`config.mk`:
```
export PLATFORM = sky130hd
export DESIGN_NAME = rf_wb_arbiter
export DESIGN_NICKNAME = d
export VERILOG_FILES = /design/src/rtl/rf_pkg.sv /design/src/rtl/rf_wb_arbiter_rr_arb2.sv /design/src/rtl/rf_wb_arbiter.sv
export SDC_FILE = /design/constraint.sdc
export NUM_CORES = 1
export LEC_CHECK = 0
export ABC_CLOCK_PERIOD_IN_PS = 4350
export BUFFER_PORTS_ARGS = -buffer_cell sky130_fd_sc_hd__buf_2
export CORE_MARGIN = 2
export CORE_UTILIZATION = 42
export CTS_CLUSTER_SIZE = 20
export DETAILED_ROUTE_END_ITERATION = 10
export PLACE_DENSITY = 0.81
export SETUP_SLACK_MARGIN = 0.5
export SKIP_CTS_REPAIR_TIMING = 1
export SKIP_LAST_GASP = 1
export SLEW_MARGIN = 5
export SYNTH_ARGS = -nofsm -noshare
export SYNTH_HDL_FRONTEND = slang
export SYNTH_SLANG_ARGS = --single-unit
```
`constraint.sdc`:
```
create_clock -name clk -period 4.35 [get_ports clk]
set_input_delay 0.435 -clock clk [delete_from_list [all_inputs] [get_ports clk]]
set_output_delay 0.435 -clock clk [all_outputs]
set_load 0.005 [all_outputs]
```
`src/rtl/rf_pkg.sv`:
```
// Shared types and defaults for the register file writeback arbiter.
// Imported by rr_arb2 and rf_wb_arbiter.
package rf_pkg;

    localparam int DATA_W_DFLT = 32;
    localparam int ADDR_W_DFLT = 5;

    // Architectural zero register; writes to it are accepted but dropped.
    localparam int REG_ZERO = 0;

    typedef enum logic {
        GNT_ALU = 1'b0,
        GNT_LD  = 1'b1
    } grant_e;

endpackage

```
`src/rtl/rf_wb_arbiter_rr_arb2.sv`:
```
// Two-requester round-robin arbiter (ALU vs load writeback).
// Grant is combinational; last_grant is the registered priority pointer.
module rr_arb2
    import rf_pkg::*;
(
    input  logic clk,
    input  logic reset_n,
    input  logic req_alu,
    input  logic req_ld,
    output logic gnt_alu,
    output logic gnt_ld
);

    grant_e last_grant;

    // Grant from valids and pointer only; nothing granted while in reset.
    always_comb begin
        gnt_alu = 1'b0;
        gnt_ld  = 1'b0;
        if (reset_n) begin
            unique case ({req_alu, req_ld})
                2'b10: gnt_alu = 1'b1;
                2'b01: gnt_ld  = 1'b1;
                2'b11: begin
                    if (last_grant == GNT_LD) begin
                        gnt_alu = 1'b1;
                    end else begin
                        gnt_ld = 1'b1;
                    end
                end
                default: begin
                end
            endcase
        end
    end

    // Pointer follows every transfer; reset favours the ALU next.
    always_ff @(posedge clk or negedge reset_n) begin
        if (!reset_n) begin
            last_grant <= GNT_LD;
        end else if (gnt_alu) begin
            last_grant <= GNT_ALU;
        end else if (gnt_ld) begin
            last_grant <= GNT_LD;
        end
    end

endmodule

```
`src/rtl/rf_wb_arbiter.sv`:
```
// Register file write-port arbiter with a one-entry output stage.
// Define RF_WB_FWD_EN to build the staged-write forwarding comparators.
module rf_wb_arbiter
    import rf_pkg::*;
#(
    parameter int DATA_W = DATA_W_DFLT,
    parameter int ADDR_W = ADDR_W_DFLT
) (
    input  logic              clk,
    input  logic              reset_n,
    input  logic              alu_valid,
    output logic              alu_ready,
    input  logic [ADDR_W-1:0] alu_addr,
    input  logic [DATA_W-1:0] alu_data,
    input  logic              ld_valid,
    output logic              ld_ready,
    input  logic [ADDR_W-1:0] ld_addr,
    input  logic [DATA_W-1:0] ld_data,
    output logic              rg_wrt_en,
    output logic [ADDR_W-1:0] rg_wrt_addr,
    output logic [DATA_W-1:0] rg_wrt_data,
    input  logic [ADDR_W-1:0] rd_addr1,
    input  logic [ADDR_W-1:0] rd_addr2,
    output logic              fwd_hit1,
    output logic              fwd_hit2,
    output logic [DATA_W-1:0] fwd_data1,
    output logic [DATA_W-1:0] fwd_data2,
    output logic [15:0]       conflict_cnt
);

    localparam logic [ADDR_W-1:0] ZERO_ADDR = ADDR_W'(REG_ZERO);

    logic              alu_gnt;
    logic              ld_gnt;
    logic              xfer;
    logic [ADDR_W-1:0] win_addr;
    logic [DATA_W-1:0] win_data;

    rr_arb2 u_arb (
        .clk     (clk),
        .reset_n (reset_n),
        .req_alu (alu_valid),
        .req_ld  (ld_valid),
        .gnt_alu (alu_gnt),
        .gnt_ld  (ld_gnt)
    );

    assign alu_ready = alu_gnt;
    assign ld_ready  = ld_gnt;
    assign xfer      = alu_gnt | ld_gnt;

    // Select the winning source's address and data.
    always_comb begin
        win_addr = alu_addr;
        win_data = alu_data;
        if (ld_gnt) begin
            win_addr = ld_addr;
            win_data = ld_data;
        end
    end

    // Output stage drains every cycle; x0 targets never raise the enable.
    always_ff @(posedge clk or negedge reset_n) begin
        if (!reset_n) begin
            rg_wrt_en   <= 1'b0;
            rg_wrt_addr <= '0;
            rg_wrt_data <= '0;
        end else begin
            rg_wrt_en <= xfer && (win_addr != ZERO_ADDR);
            if (xfer) begin
                rg_wrt_addr <= win_addr;
                rg_wrt_data <= win_data;
            end
        end
    end

    // Saturating count of cycles with both sources requesting.
    always_ff @(posedge clk or negedge reset_n) begin
        if (!reset_n) begin
            conflict_cnt <= '0;
        end else if (alu_valid && ld_valid && (conflict_cnt != 16'hFFFF)) begin
            conflict_cnt <= conflict_cnt + 16'd1;
        end
    end

`ifdef RF_WB_FWD_EN
    // Expose the staged write to readers of the same non-zero register.
    always_comb begin
        fwd_hit1  = rg_wrt_en && (rg_wrt_addr == rd_addr1)
                    && (rd_addr1 != ZERO_ADDR);
        fwd_hit2  = rg_wrt_en && (rg_wrt_addr == rd_addr2)
                    && (rd_addr2 != ZERO_ADDR);
        fwd_data1 = fwd_hit1 ? rg_wrt_data : '0;
        fwd_data2 = fwd_hit2 ? rg_wrt_data : '0;
    end
`else
    logic unused_rd_addr;

    assign unused_rd_addr = ^{rd_addr1, rd_addr2};
    assign fwd_hit1  = 1'b0;
    assign fwd_hit2  = 1'b0;
    assign fwd_data1 = '0;
    assign fwd_data2 = '0;
`endif

endmodule

```
==> impl_metrics.yaml <==
status:
  status: "finished clean"
timing:
  final.setup.tns_ns: 0
  setup_viol: 0
  hold_viol_final: 0
  finalMaxSlewViolations: 0
  period_minus_slack_ns: 2.11
  rsz0062_at_grt: "no"
  finClkSkew_ns: 0.00627
  relSlewSlack: 0.489
  finalCritPeriodShare: 0.486
  tightest_slew_ns: 0.767
  fin_ws_ns: 2.24
  max_freq_mhz: 473
die:
  die-width_um: 89.7
  die_y_um: 89.7
  ioPinCount: 210
  initial_core_util: 0.430
  rows: 31
  dieArea_um2: 8050
  design.core.area_um2: 7180
final_layout:
  multi_input_area_um2: 1400
  syn_to_final_growth_pct: 19.4
  nFillCells: 682
  finalNonFillerCells: 538
  drive_above_1_share: 0.344
  final_nets: 527
  antennaDiodeCount: 0
  fin_area_um2: 3680
  regArea_um2: 1380
clock_tree:
  cts_tree: "done"
  cts.path.max_buffers: 2
  clk_latency_ns: 0.30
  htree_levels: 2
  cts_buffers: 5
  cts_sinks: 55
  clk_pin_slew_ns: 0.09
  cts-root-buf: "clkbuf_8"
flow_run:
  maxCapViolCount: 0
logic_synthesis:
  ys_async_sr_fraction: 1.00
  syn_area_um2: 3090
  synth_edf_count: 0
  avgSynthCellArea_um2: 9.99
  ys_warn_count: 0
  synth-seq-area-share: 0.446
  yosys_most_used_dff: "dfrtp_1"
  ys_types: 36
  syn-instance-count: 309
  ys_ff_latch: 55
power:
  irDropWorstVdd_uv: 149
  leakage_nw: 2.15
  p_per_area_nw_per_um2: 326
detailed_routing:
  ant_nets: 0
  routed_wl_um: 6570
  drtIter0Drc: 69
  first_pass_iters: 4
  vias: 2391
  drc: 0
  drt-vias-per-instance: 4.44
  post_drt_wl_per_cell_um: 12.2
worst_setup_path:
  worstRegToRegCells: 6
  cpPeakStageDelay_ns: 0.59
  critPathCaptureType: "output pin"
  cp_cell_sequence: "buf_2 -> nand3_2 -> buf_4 -> inv_1 -> buf_2"
  crit_end: "ld_ready"
  worstPathRequired_ns: 3.91
  rr_endpoint: "conflict_cnt[4]"
  critPathKind: "input pin to output pin"
  rrSetupSlack_ns: 2.50
  critPathArrivalTime_ns: 1.68
  worstSetupStartpointType: "input pin"
  path_max_fanout: 34
  crit_start: "reset_n"
  crit_top_cell: "buf_2"
  critical_path_depth: 5
  cp_num_buf_inv: 4
  r2r_start: "conflict_cnt[0]"
  worst_path_max_delay_cell: "buf_2"
  cp_top_family: "buffers and inverters"
placement:
  dp_hpwl_um: 5200
  gp_congestion: 0.869
  portBuffers: 133
  place_ws_ns: 2.13
  dp.cells: 530
  placed_area_um2: 3600
global_route:
  antenna_found_initial: 0
  grt-ovfl-total: 0
  grt_pass1_wl_um: 10900
  grt.total_usage: 0.161
  grt_max_degree: 45
  grt_pass1_vias: 2322
worst_hold_path:
  hp-class: "input pin to asynchronous set/reset pin"
==> kinds of logic after synthesis <==
logic type | count (synthesis) | share of synthesized area
buffers and inverters | 82 | 0.185
and+or+nand+nor | 70 | 0.111
DFF | 55 | 0.446
AOI/OAI and AO/OA | 49 | 0.0921
muxes | 38 | 0.124
xor gates and xnor gates | 13 | 0.0369
adders and majority gates | 1 | 0.00405
other | 1 | 0.00122
==> power by group <==
part / total, mW / internal (mW) / switching (mW)
Combinational: 0.290 / 0.141 / 0.148
Sequential: 0.646 / 0.588 / 0.0580
Clock: 0.266 / 0.115 / 0.151
==> cell usage after synthesis (4+ instances only) <==
cell	number	area [um2]
o21ai_0	29	145
buf_2	5	25.0
nand2_1	46	173
nand4_1	5	31.3
xor2_1	5	43.8
a31oi_1	4	25.0
xnor2_1	8	70.1
dfrtp_1	54	1350
clkbuf_1	6	22.5
buf_4	66	495
mux2i_1	37	370
o21ai_1	9	45.0
==> layer usage <==
metal | track usage | wire [um] | up-vias
li1 | - | - | 1167
met3 | 0.0335 | 426 | 9
met4 | 0.0513 | 114 | 0
met2 | 0.297 | 3420 | 118
met5 | 0 | 0 | -
met1 | 0.188 | 2610 | 1097
==> cells in the final DEF, fill, tap and decap left out, types with 5 or more instances in the layout <==
master,netlist,routed
buf_2,5,133
conb_1,1,66
dfrtp_1,54,54
nand2_1,46,46
mux2i_1,37,37
o21ai_0,29,29
xnor2_1,8,8
o21ai_1,9,8
nand4_1,5,5
xor2_1,5,5
clkbuf_8,0,5
==> state kept, by name, indices dropped and copies added, names as in the netlist <==
signal            cells
rg_wrt_data          32
conflict_cnt         16
rg_wrt_en             1
u_arb.last_grant      1
rg_wrt_addr           5
==> worst min path at each step <==
stage,from,end,slack (ns),cells past startpoint
2_1_floorplan,reset_n,conflict_cnt[0],0.14,0
3_3_place_gp,rg_wrt_data[6],rg_wrt_data[6],0.46,2
3_5_place_dp,rg_wrt_addr[3],rg_wrt_addr[3],0.46,2
4_1_cts,reset_n,conflict_cnt[15],0.21,1
5_1_grt,reset_n,conflict_cnt[15],0.24,1
6_report,reset_n,conflict_cnt[15],0.20,1
==> per-stage QoR <==
stage	utilization	hold WS, ns	total power [mW]
after floorplan	-	0.139	0.835
after global placement	0.502	0.460	0.934
after detailed placement	0.502	0.465	0.950
after CTS	0.513	0.211	1.22
after global routing	0.513	0.242	1.29
final	0.513	0.203	1.20
==> cell type report <==
class                      count  share of cell area
multi-input combinational    237               0.380
sequential                    55               0.374
timing repair buffer         137               0.189
tap                           99              0.0336
clock buffer                   8              0.0217
inverter                       2             0.00204
(Power assumes the default switching activity.)
